<file path="src/rtl/sap_mem_arbiter_if.sv">
// sap_mem_arbiter_if: CPU/loader request ports and single-port RAM bus for sap_mem_arbiter
interface sap_mem_arbiter_if #(parameter int ADDR_W = 4);
  logic              halt;
  logic              cpu_req;
  logic              cpu_we;
  logic [ADDR_W-1:0] cpu_addr;
  logic [7:0]        cpu_wdata;
  logic              cpu_gnt;
  logic              cpu_rvalid;
  logic [7:0]        cpu_rdata;
  logic              ldr_req;
  logic              ldr_we;
  logic [ADDR_W-1:0] ldr_addr;
  logic [7:0]        ldr_wdata;
  logic              ldr_gnt;
  logic              ldr_rvalid;
  logic [7:0]        ldr_rdata;
  logic              ldr_err;
  logic              mem_we;
  logic [ADDR_W-1:0] mem_addr;
  logic [7:0]        mem_wdata;
  logic [7:0]        mem_rdata;
  modport slave (
    input  halt, cpu_req, cpu_we, cpu_addr, cpu_wdata,
    input  ldr_req, ldr_we, ldr_addr, ldr_wdata, mem_rdata,
    output cpu_gnt, cpu_rvalid, cpu_rdata,
    output ldr_gnt, ldr_rvalid, ldr_rdata, ldr_err,
    output mem_we, mem_addr, mem_wdata
  );
  modport master (
    output halt, cpu_req, cpu_we, cpu_addr, cpu_wdata,
    output ldr_req, ldr_we, ldr_addr, ldr_wdata, mem_rdata,
    input  cpu_gnt, cpu_rvalid, cpu_rdata,
    input  ldr_gnt, ldr_rvalid, ldr_rdata, ldr_err,
    input  mem_we, mem_addr, mem_wdata
  );
endinterface

</file>
<file path="src/rtl/sap_mem_arbiter.sv">
// sap_mem_arbiter: CPU/loader RAM arbiter; define SAP_ARB_WRPROTECT_EN to block loader writes while running
module sap_mem_arbiter #(
  parameter int ADDR_W = 4
) (
  input logic              clk,
  input logic              reset,
  sap_mem_arbiter_if.slave bus
);
  typedef enum logic [1:0] {IDLE, CPU_ACC, LDR_ACC} state_e;
  state_e            state_q, state_d;
  logic              last_ldr_q, last_ldr_d;
  logic              rd_v_q, rd_v_d;
  logic              rd_ldr_q, rd_ldr_d;
  logic              cpu_rvalid_q, cpu_rvalid_d;
  logic              ldr_rvalid_q, ldr_rvalid_d;
  logic [7:0]        cpu_rdata_q, cpu_rdata_d;
  logic [7:0]        ldr_rdata_q, ldr_rdata_d;
  logic              cpu_el, ldr_el, ldr_wins, wp;
  logic [ADDR_W-1:0] mem_addr;
`ifdef SAP_ARB_WRPROTECT_EN
  assign wp = state_q == LDR_ACC && bus.ldr_we && !bus.halt;
`else
  assign wp = 1'b0;
`endif
  always_comb begin
    cpu_el       = bus.cpu_req && state_q != CPU_ACC;
    ldr_el       = bus.ldr_req && state_q != LDR_ACC;
    ldr_wins     = ldr_el && (!cpu_el || bus.halt || !last_ldr_q);
    state_d      = ldr_wins ? LDR_ACC : cpu_el ? CPU_ACC : IDLE;
    last_ldr_d   = state_d == IDLE ? last_ldr_q : state_d == LDR_ACC;
    rd_v_d       = (state_q == CPU_ACC && !bus.cpu_we) || (state_q == LDR_ACC && !bus.ldr_we);
    rd_ldr_d     = state_q == LDR_ACC;
    cpu_rvalid_d = rd_v_q && !rd_ldr_q;
    ldr_rvalid_d = rd_v_q && rd_ldr_q;
    cpu_rdata_d  = cpu_rvalid_d ? bus.mem_rdata : cpu_rdata_q;
    ldr_rdata_d  = ldr_rvalid_d ? bus.mem_rdata : ldr_rdata_q;
    mem_addr     = state_q == CPU_ACC ? bus.cpu_addr : state_q == LDR_ACC ? bus.ldr_addr : '0;
  end
  always_ff @(posedge clk) begin
    if (reset) begin
      state_q      <= IDLE;
      last_ldr_q   <= 1'b1;
      rd_v_q       <= 1'b0;
      rd_ldr_q     <= 1'b0;
      cpu_rvalid_q <= 1'b0;
      ldr_rvalid_q <= 1'b0;
      cpu_rdata_q  <= '0;
      ldr_rdata_q  <= '0;
    end else begin
      state_q      <= state_d;
      last_ldr_q   <= last_ldr_d;
      rd_v_q       <= rd_v_d;
      rd_ldr_q     <= rd_ldr_d;
      cpu_rvalid_q <= cpu_rvalid_d;
      ldr_rvalid_q <= ldr_rvalid_d;
      cpu_rdata_q  <= cpu_rdata_d;
      ldr_rdata_q  <= ldr_rdata_d;
    end
  end
  assign bus.cpu_gnt    = state_q == CPU_ACC;
  assign bus.ldr_gnt    = state_q == LDR_ACC;
  assign bus.cpu_rvalid = cpu_rvalid_q;
  assign bus.ldr_rvalid = ldr_rvalid_q;
  assign bus.cpu_rdata  = cpu_rdata_q;
  assign bus.ldr_rdata  = ldr_rdata_q;
  assign bus.ldr_err    = wp;
  assign bus.mem_addr   = mem_addr;
  assign bus.mem_we     = state_q == CPU_ACC ? bus.cpu_we : state_q == LDR_ACC ? bus.ldr_we && !wp : 1'b0;
  assign bus.mem_wdata  = state_q == CPU_ACC ? bus.cpu_wdata : state_q == LDR_ACC ? bus.ldr_wdata : 8'h00;
endmodule

</file>
<file path="src/flat_wrapper.sv">
// flat-port wrapper written by rule: the top's interface ports become plain ports
module sap_mem_arbiter_flat 
#(
  parameter int ADDR_W = 4
)
  (clk, reset, bus_halt, bus_cpu_req, bus_cpu_we, bus_cpu_addr, bus_cpu_wdata, bus_ldr_req, bus_ldr_we, bus_ldr_addr, bus_ldr_wdata, bus_mem_rdata, bus_cpu_gnt, bus_cpu_rvalid, bus_cpu_rdata, bus_ldr_gnt, bus_ldr_rvalid, bus_ldr_rdata, bus_ldr_err, bus_mem_we, bus_mem_addr, bus_mem_wdata);
  sap_mem_arbiter_if #(.ADDR_W(ADDR_W)) bus_i ();
  input logic clk;
  input logic reset;
  input wire logic [$bits(bus_i.halt)-1:0] bus_halt;
  input wire logic [$bits(bus_i.cpu_req)-1:0] bus_cpu_req;
  input wire logic [$bits(bus_i.cpu_we)-1:0] bus_cpu_we;
  input wire logic [$bits(bus_i.cpu_addr)-1:0] bus_cpu_addr;
  input wire logic [$bits(bus_i.cpu_wdata)-1:0] bus_cpu_wdata;
  input wire logic [$bits(bus_i.ldr_req)-1:0] bus_ldr_req;
  input wire logic [$bits(bus_i.ldr_we)-1:0] bus_ldr_we;
  input wire logic [$bits(bus_i.ldr_addr)-1:0] bus_ldr_addr;
  input wire logic [$bits(bus_i.ldr_wdata)-1:0] bus_ldr_wdata;
  input wire logic [$bits(bus_i.mem_rdata)-1:0] bus_mem_rdata;
  output wire logic [$bits(bus_i.cpu_gnt)-1:0] bus_cpu_gnt;
  output wire logic [$bits(bus_i.cpu_rvalid)-1:0] bus_cpu_rvalid;
  output wire logic [$bits(bus_i.cpu_rdata)-1:0] bus_cpu_rdata;
  output wire logic [$bits(bus_i.ldr_gnt)-1:0] bus_ldr_gnt;
  output wire logic [$bits(bus_i.ldr_rvalid)-1:0] bus_ldr_rvalid;
  output wire logic [$bits(bus_i.ldr_rdata)-1:0] bus_ldr_rdata;
  output wire logic [$bits(bus_i.ldr_err)-1:0] bus_ldr_err;
  output wire logic [$bits(bus_i.mem_we)-1:0] bus_mem_we;
  output wire logic [$bits(bus_i.mem_addr)-1:0] bus_mem_addr;
  output wire logic [$bits(bus_i.mem_wdata)-1:0] bus_mem_wdata;
  assign bus_i.halt = bus_halt;
  assign bus_i.cpu_req = bus_cpu_req;
  assign bus_i.cpu_we = bus_cpu_we;
  assign bus_i.cpu_addr = bus_cpu_addr;
  assign bus_i.cpu_wdata = bus_cpu_wdata;
  assign bus_i.ldr_req = bus_ldr_req;
  assign bus_i.ldr_we = bus_ldr_we;
  assign bus_i.ldr_addr = bus_ldr_addr;
  assign bus_i.ldr_wdata = bus_ldr_wdata;
  assign bus_i.mem_rdata = bus_mem_rdata;
  assign bus_cpu_gnt = bus_i.cpu_gnt;
  assign bus_cpu_rvalid = bus_i.cpu_rvalid;
  assign bus_cpu_rdata = bus_i.cpu_rdata;
  assign bus_ldr_gnt = bus_i.ldr_gnt;
  assign bus_ldr_rvalid = bus_i.ldr_rvalid;
  assign bus_ldr_rdata = bus_i.ldr_rdata;
  assign bus_ldr_err = bus_i.ldr_err;
  assign bus_mem_we = bus_i.mem_we;
  assign bus_mem_addr = bus_i.mem_addr;
  assign bus_mem_wdata = bus_i.mem_wdata;
  sap_mem_arbiter #(.ADDR_W(ADDR_W)) u_core (.clk(clk), .reset(reset), .bus(bus_i));
endmodule
</file>
<file path="config.mk">
export PLATFORM = sky130hd
export DESIGN_NAME = sap_mem_arbiter_flat
export DESIGN_NICKNAME = d
export VERILOG_FILES = /design/src/rtl/sap_mem_arbiter_if.sv /design/src/rtl/sap_mem_arbiter.sv /design/src/flat_wrapper.sv
export SDC_FILE = /design/constraint.sdc
export NUM_CORES = 1
export LEC_CHECK = 0
export ABC_AREA = 1
export BUFFER_PORTS_ARGS = -buffer_cell sky130_fd_sc_hd__buf_2
export CORE_MARGIN = 5
export CORE_UTILIZATION = 40
export CTS_BUF_LIST = sky130_fd_sc_hd__clkbuf_4 sky130_fd_sc_hd__clkbuf_8
export DETAILED_ROUTE_END_ITERATION = 12
export GPL_TIMING_DRIVEN = 0
export PLACE_DENSITY = 0.83
export REMOVE_ABC_BUFFERS = 1
export SETUP_SLACK_MARGIN = 0.05
export SYNTH_ARGS = -nofsm -noshare
export SYNTH_HDL_FRONTEND = slang
export SYNTH_SLANG_ARGS = --single-unit
</file>
<file path="constraint.sdc">
create_clock -name clk -period 1.03 [get_ports clk]
set_input_delay 0.103 -clock clk [delete_from_list [all_inputs] [get_ports clk]]
set_output_delay 0.103 -clock clk [all_outputs]
set_load 0.02 [all_outputs]
</file>
Word level (Yosys, flattened, before mapping)

Index checks and enable logic that the tools add are counted.

Register bits: 23
Bits of input ports: 39
Output and inout bits: 34
Logic and storage cells: 37

Eq/ne operators: 5
Multiplexer cells: 8
Reduce and logical (&&, ||, !) cells: 16

Operators with widths:

| operator                                              | count |
|---|---|
| two-way mux 8 bit                                     | 2 |
| two-way mux 4 bit                                     | 2 |
| logical AND 1 bit                                     | 7 |
| zero test 1 bit                                       | 5 |
| equality test 2 bit, second input constant            | 2 |
| logical OR 1 bit                                      | 3 |
| two-way mux 1 bit                                     | 3 |
| equality test 2 x 1 -> 1 bit, second input constant   | 1 |
| zero test 2 bit                                       | 1 |
| two-way mux 2 bit                                     | 1 |
| inequality test 2 x 1 -> 1 bit, second input constant | 1 |
| inequality test 2 bit, second input constant          | 1 |

Logic depth before layout (Yosys ltp)

Depth in word-level cells: 8
Depth in mapped cells: 6
Depth with buffers taken out: 5

Worst setup path before layout

OpenSTA, ideal clock, no wires.

Path kind: register to output
From: reg u_core.state_q[0]
To: out bus_mem_addr[0]
Data arrival time: 898 ps
Slack: 29 ps
Stages on the path, launching flop included: 6
Buffers on the path: 1
Path through: dfxtp_1 > nand2_2 > inv_2 > buf_6 > nand2_1 > nand2_1

RTL lines:

| element                      | RTL line              | text |
|---|---|---|
| start, declared              | sap_mem_arbiter.sv:10 | `state_e state_q, state_d;` |
| start signal, assigned       | sap_mem_arbiter.sv:50 | `state_q <= state_d;` |
| equality test 2 x 1 -> 1 bit | n/a                   |  |
| via bus_cpu_gnt              | flat_wrapper.sv:20    | `output wire logic [$bits(bus_i.cpu_gnt)-1:0] bus_cpu_gnt;` |
| two-way mux 4 bit            | sap_mem_arbiter.sv:37 | `mem_addr = state_q == CPU_ACC ? bus.cpu_addr : state_q == LDR_ACC ? bus.ldr_addr : '0;` |
| end, declared                | flat_wrapper.sv:28    | `output wire logic [$bits(bus_i.mem_addr)-1:0] bus_mem_addr;` |

The timed path passes the listed nets, and every way through them passes these cells.

Final worst setup path

From: reg u_core.state_q[0]
To: out bus_mem_we

Longest elaborated chain between the ends: 3

Ends and longest elaborated chain:

| element             | RTL line              | text |
|---|---|---|
| equality test 2 bit | sap_mem_arbiter.sv:68 | `assign bus.mem_we = state_q == CPU_ACC ? bus.cpu_we : state_q == LDR_ACC ? bus.ldr_we && !wp : 1'b0;` |
| two-way mux 1 bit   | sap_mem_arbiter.sv:68 |  |
| two-way mux 1 bit * | sap_mem_arbiter.sv:68 |  |
| end, declared       | flat_wrapper.sv:27    | `output wire logic [$bits(bus_i.mem_we)-1:0] bus_mem_we;` |

Every way passes the cells marked *; elsewhere a longest branch is shown, timed or not.

==> qor.txt <==
Yosys reg bits: 23
crit path to: bus_mem_we
Worst-path clk slew: 110 ps
top post-synthesis cells by area: dfxtp_1 (47%), nand2_1 (16%), nor2_1 (15%)
total iterations of the first detailed-routing run: 4
post-synth top area share: 46.9%
PwrDens: 1190 nW/um^2
DRT iter0 DRCs: 21
Worst Path Buf+Inv: 3
I/O pin total: 73
Critical Path Source Type: register
first-pass GRT wire length: 4.07 mm
Pint: 1.29 mW
Area after DPL: 1340 sq um
post-synthesis cell count: 144
Root Driver: clkbuf_4
Peak VDD IR: 0.000826 V
critical path's slowest cell: dfxtp_2
Tcrit/Tclk final: 132%
Nets: 257
drt drc: 0
fmax: 737 MHz
Flop pwr share: 52.2%
GRT Total Usage: 15.0%
final-report setup violation count: 15
crit path from: u_core.state_q[0]
worst endpoint data arrival time: 1250 ps
post-route ant nets: 0
Antenna diodes: 0
gr ovfl total: 0
Area Growth Syn to Fin: 53.8%
layout cell share with drive strength beyond 1: 42.9%
Row Count: 18
GPL Wtd Cong: 0.791
Mapped Area: 981 sq um
# clock sinks: 23
sequential element share of the synthesized area: 46.9%
vias in the first global route: 1072
failing checks: negative setup slack
PortBufs: 71
final instance area: 1510 sq um
dpl hpwl: 2.16 mm
total CTS buffers: 3
Vias/cell: 4.59
hold crit path type: in2reg
cells along the critical path: nor2_4 > buf_12 > inv_4 > o22ai_4 > buf_6
RSZ-0062 raised after global routing: true
Synth area leader: dfxtp_1
Die Area: 3540 sq um
Reg2Reg Launch Point: u_core.state_q[0]
Die Span Y: 59.5 um
Worst-Skew Late Latency: 300 ps
Final Max Tran Viols: 0
drt total wl: 2.78 mm
initial antenna violation count: 0
CP Max Fanout: 8
leak pwr: 0.813 nW
fin worst setup slack: -328 ps
Reg2Reg Setup Slack: 60 ps
effective utilization at floorplan: 40.7%
pin count of the biggest net entering global routing: 18
final-report hold violation count: 0
asr flop ratio synth: 0%
count of placed standard cells including taps: 241
vias: 1134
Crit. End Element: primary output
worst hold margin: 39.2 ps
Worst R2R Path Depth: 5
Reg-to-Reg End: u_core.last_ldr_q
max-cap check violation count: 0
post-route insts no fill: 247
most common cell in the netlist: nand2_1
critical path depth: 5
required time of the critical path: 930 ps
H-Tree Depth: 1
Avg Inst Size Synth: 6.81 sq um
Post-synth EDFFs: 0
Net Sw Frac: 27.9%
TritonCTS clock tree: done
CP delay by family, top: flip-flops
Psw: 0.501 mW
Clock Power Share: 23.6%
post-route clock skew: 3.04 ps
Clock Path Buffers: 2
status: finished, violations left
Distinct cells, synth: 15
wire per inst: 11.2 um
Yosys warnings: 0
slowest cell delay on critical path: 360 ps
min Tclk post-route: 1360 ps
Combinational Power Share: 24.2%
Final Total Pwr: 1.79 mW
Core Area: 2410 sq um
Primary FF master, synth: dfxtp_1
die width: 59.5 um
Synth top cells by count: nand2_1 (41), nor2_1 (38), dfxtp_1 (23), o21ai_0 (15), inv_1 (6)
kind of critical path: reg2out
## final cells by class
type                            instances  area (sq um)
Tap cell                               30          37.5
Fill cell                             223           901
Clock buffer                            4          30.0
Sequential cell                        23           464
Multi-Input combinational cell        106           465
Inverter                               11          51.3
Timing Repair Buffer                   73           460
## flip-flops by register name (all words and copies together), names as in the netlist
register               count
u_core.bus.ldr_rdata       8
u_core.bus.cpu_rdata       8
u_core.bus.ldr_rvalid      1
u_core.rd_ldr_q            1
u_core.last_ldr_q          1
u_core.bus.cpu_rvalid      1
u_core.state_q             2
u_core.rd_v_q              1
## worst min path at each step
stage / startpoint / to / cells after the start
3_3_place_gp: bus_mem_rdata[3] / u_core.bus.cpu_rdata[3] / 3
6_report: reset / u_core.state_q[1] / 2
3_5_place_dp: reset / u_core.rd_v_q / 2
4_1_cts: reset / u_core.rd_v_q / 2
2_1_floorplan: reset / u_core.rd_v_q / 1
5_1_grt: reset / u_core.rd_v_q / 2
## what timing repair did
| item | CTS | global route |
|---|---|---|
| setup buffers | 1 | 0 |
| hold buffers | 0 | 0 |
| gates resized for setup | 17 | 17 |
| hold endpoints to repair | 0 | 0 |
| pin swaps | 1 | 3 |
| setup endpoints to repair | 18 | 25 |
| cloned | 0 | 1 |
## worst register-to-register path: cells and delay by family, from the launching register on
family                 cells  cell delay, ps
DFF                        1             360
and+or+nand+nor            4             340
buffers and inverters      1             180
## cells in the final DEF (no fill, tap or decap)
cell | netlist | routed
o21ai_0 | 15 | 15
inv_1 | 6 | 5
conb_1 | 1 | 1
o21ai_1 | 1 | 1
nor2_1 | 38 | 37
dfxtp_2 | 0 | 3
nand3_1 | 2 | 2
clkbuf_4 | 0 | 4
inv_6 | 0 | 1
inv_4 | 0 | 2
buf_12 | 0 | 1
o22ai_4 | 0 | 1
inv_2 | 5 | 3
clkbuf_16 | 0 | 1
nand2_1 | 41 | 40
nand2_2 | 3 | 3
buf_2 | 0 | 56
nand2_4 | 0 | 1
a21oi_1 | 3 | 3
buf_4 | 2 | 9
nor2_4 | 1 | 1
buf_6 | 2 | 6
dfxtp_1 | 23 | 20
nor2_2 | 0 | 1
## per-stage QoR
stage | util [%] | worst slack, ps | setup TNS, ps
2_1_floorplan | - | -162 | -162
3_3_place_gp | 55.5 | -90.3 | -573
3_5_place_dp | 55.5 | -105 | -697
4_1_cts | 59.2 | -352 | -4130
5_1_grt | 62.6 | -405 | -5540
6_report | 62.6 | -328 | -4270
## kinds of logic after synthesis
logic type	synth area share, %
flip-flops	46.9
AO/OA/AOI/OAI	10.3
buffers and inverters	8.04
other	0.382
AND/OR/NAND/NOR	34.3
## metal layers
| layer | wire length (um) | track usage, % |
|---|---|---|
| met1 | 1000 | 16.5 |
| met2 | 1360 | 26.2 |
| met3 | 409 | 6.32 |
| met4 | 8 | 4.11 |
| met5 | 0 | 0 |
## power groups by stage
stage | Combinational [mW] | Sequential, mW | Clock, mW
final | 0.434 | 0.935 | 0.423
after detailed placement | 0.354 | 0.954 | 0
after global placement | 0.350 | 0.954 | 0
after floorplan | 0.175 | 0.977 | 0
after global routing | 0.476 | 0.939 | 0.466
after CTS | 0.393 | 0.935 | 0.440
Note: power is estimated with default switching activity, not from simulation.
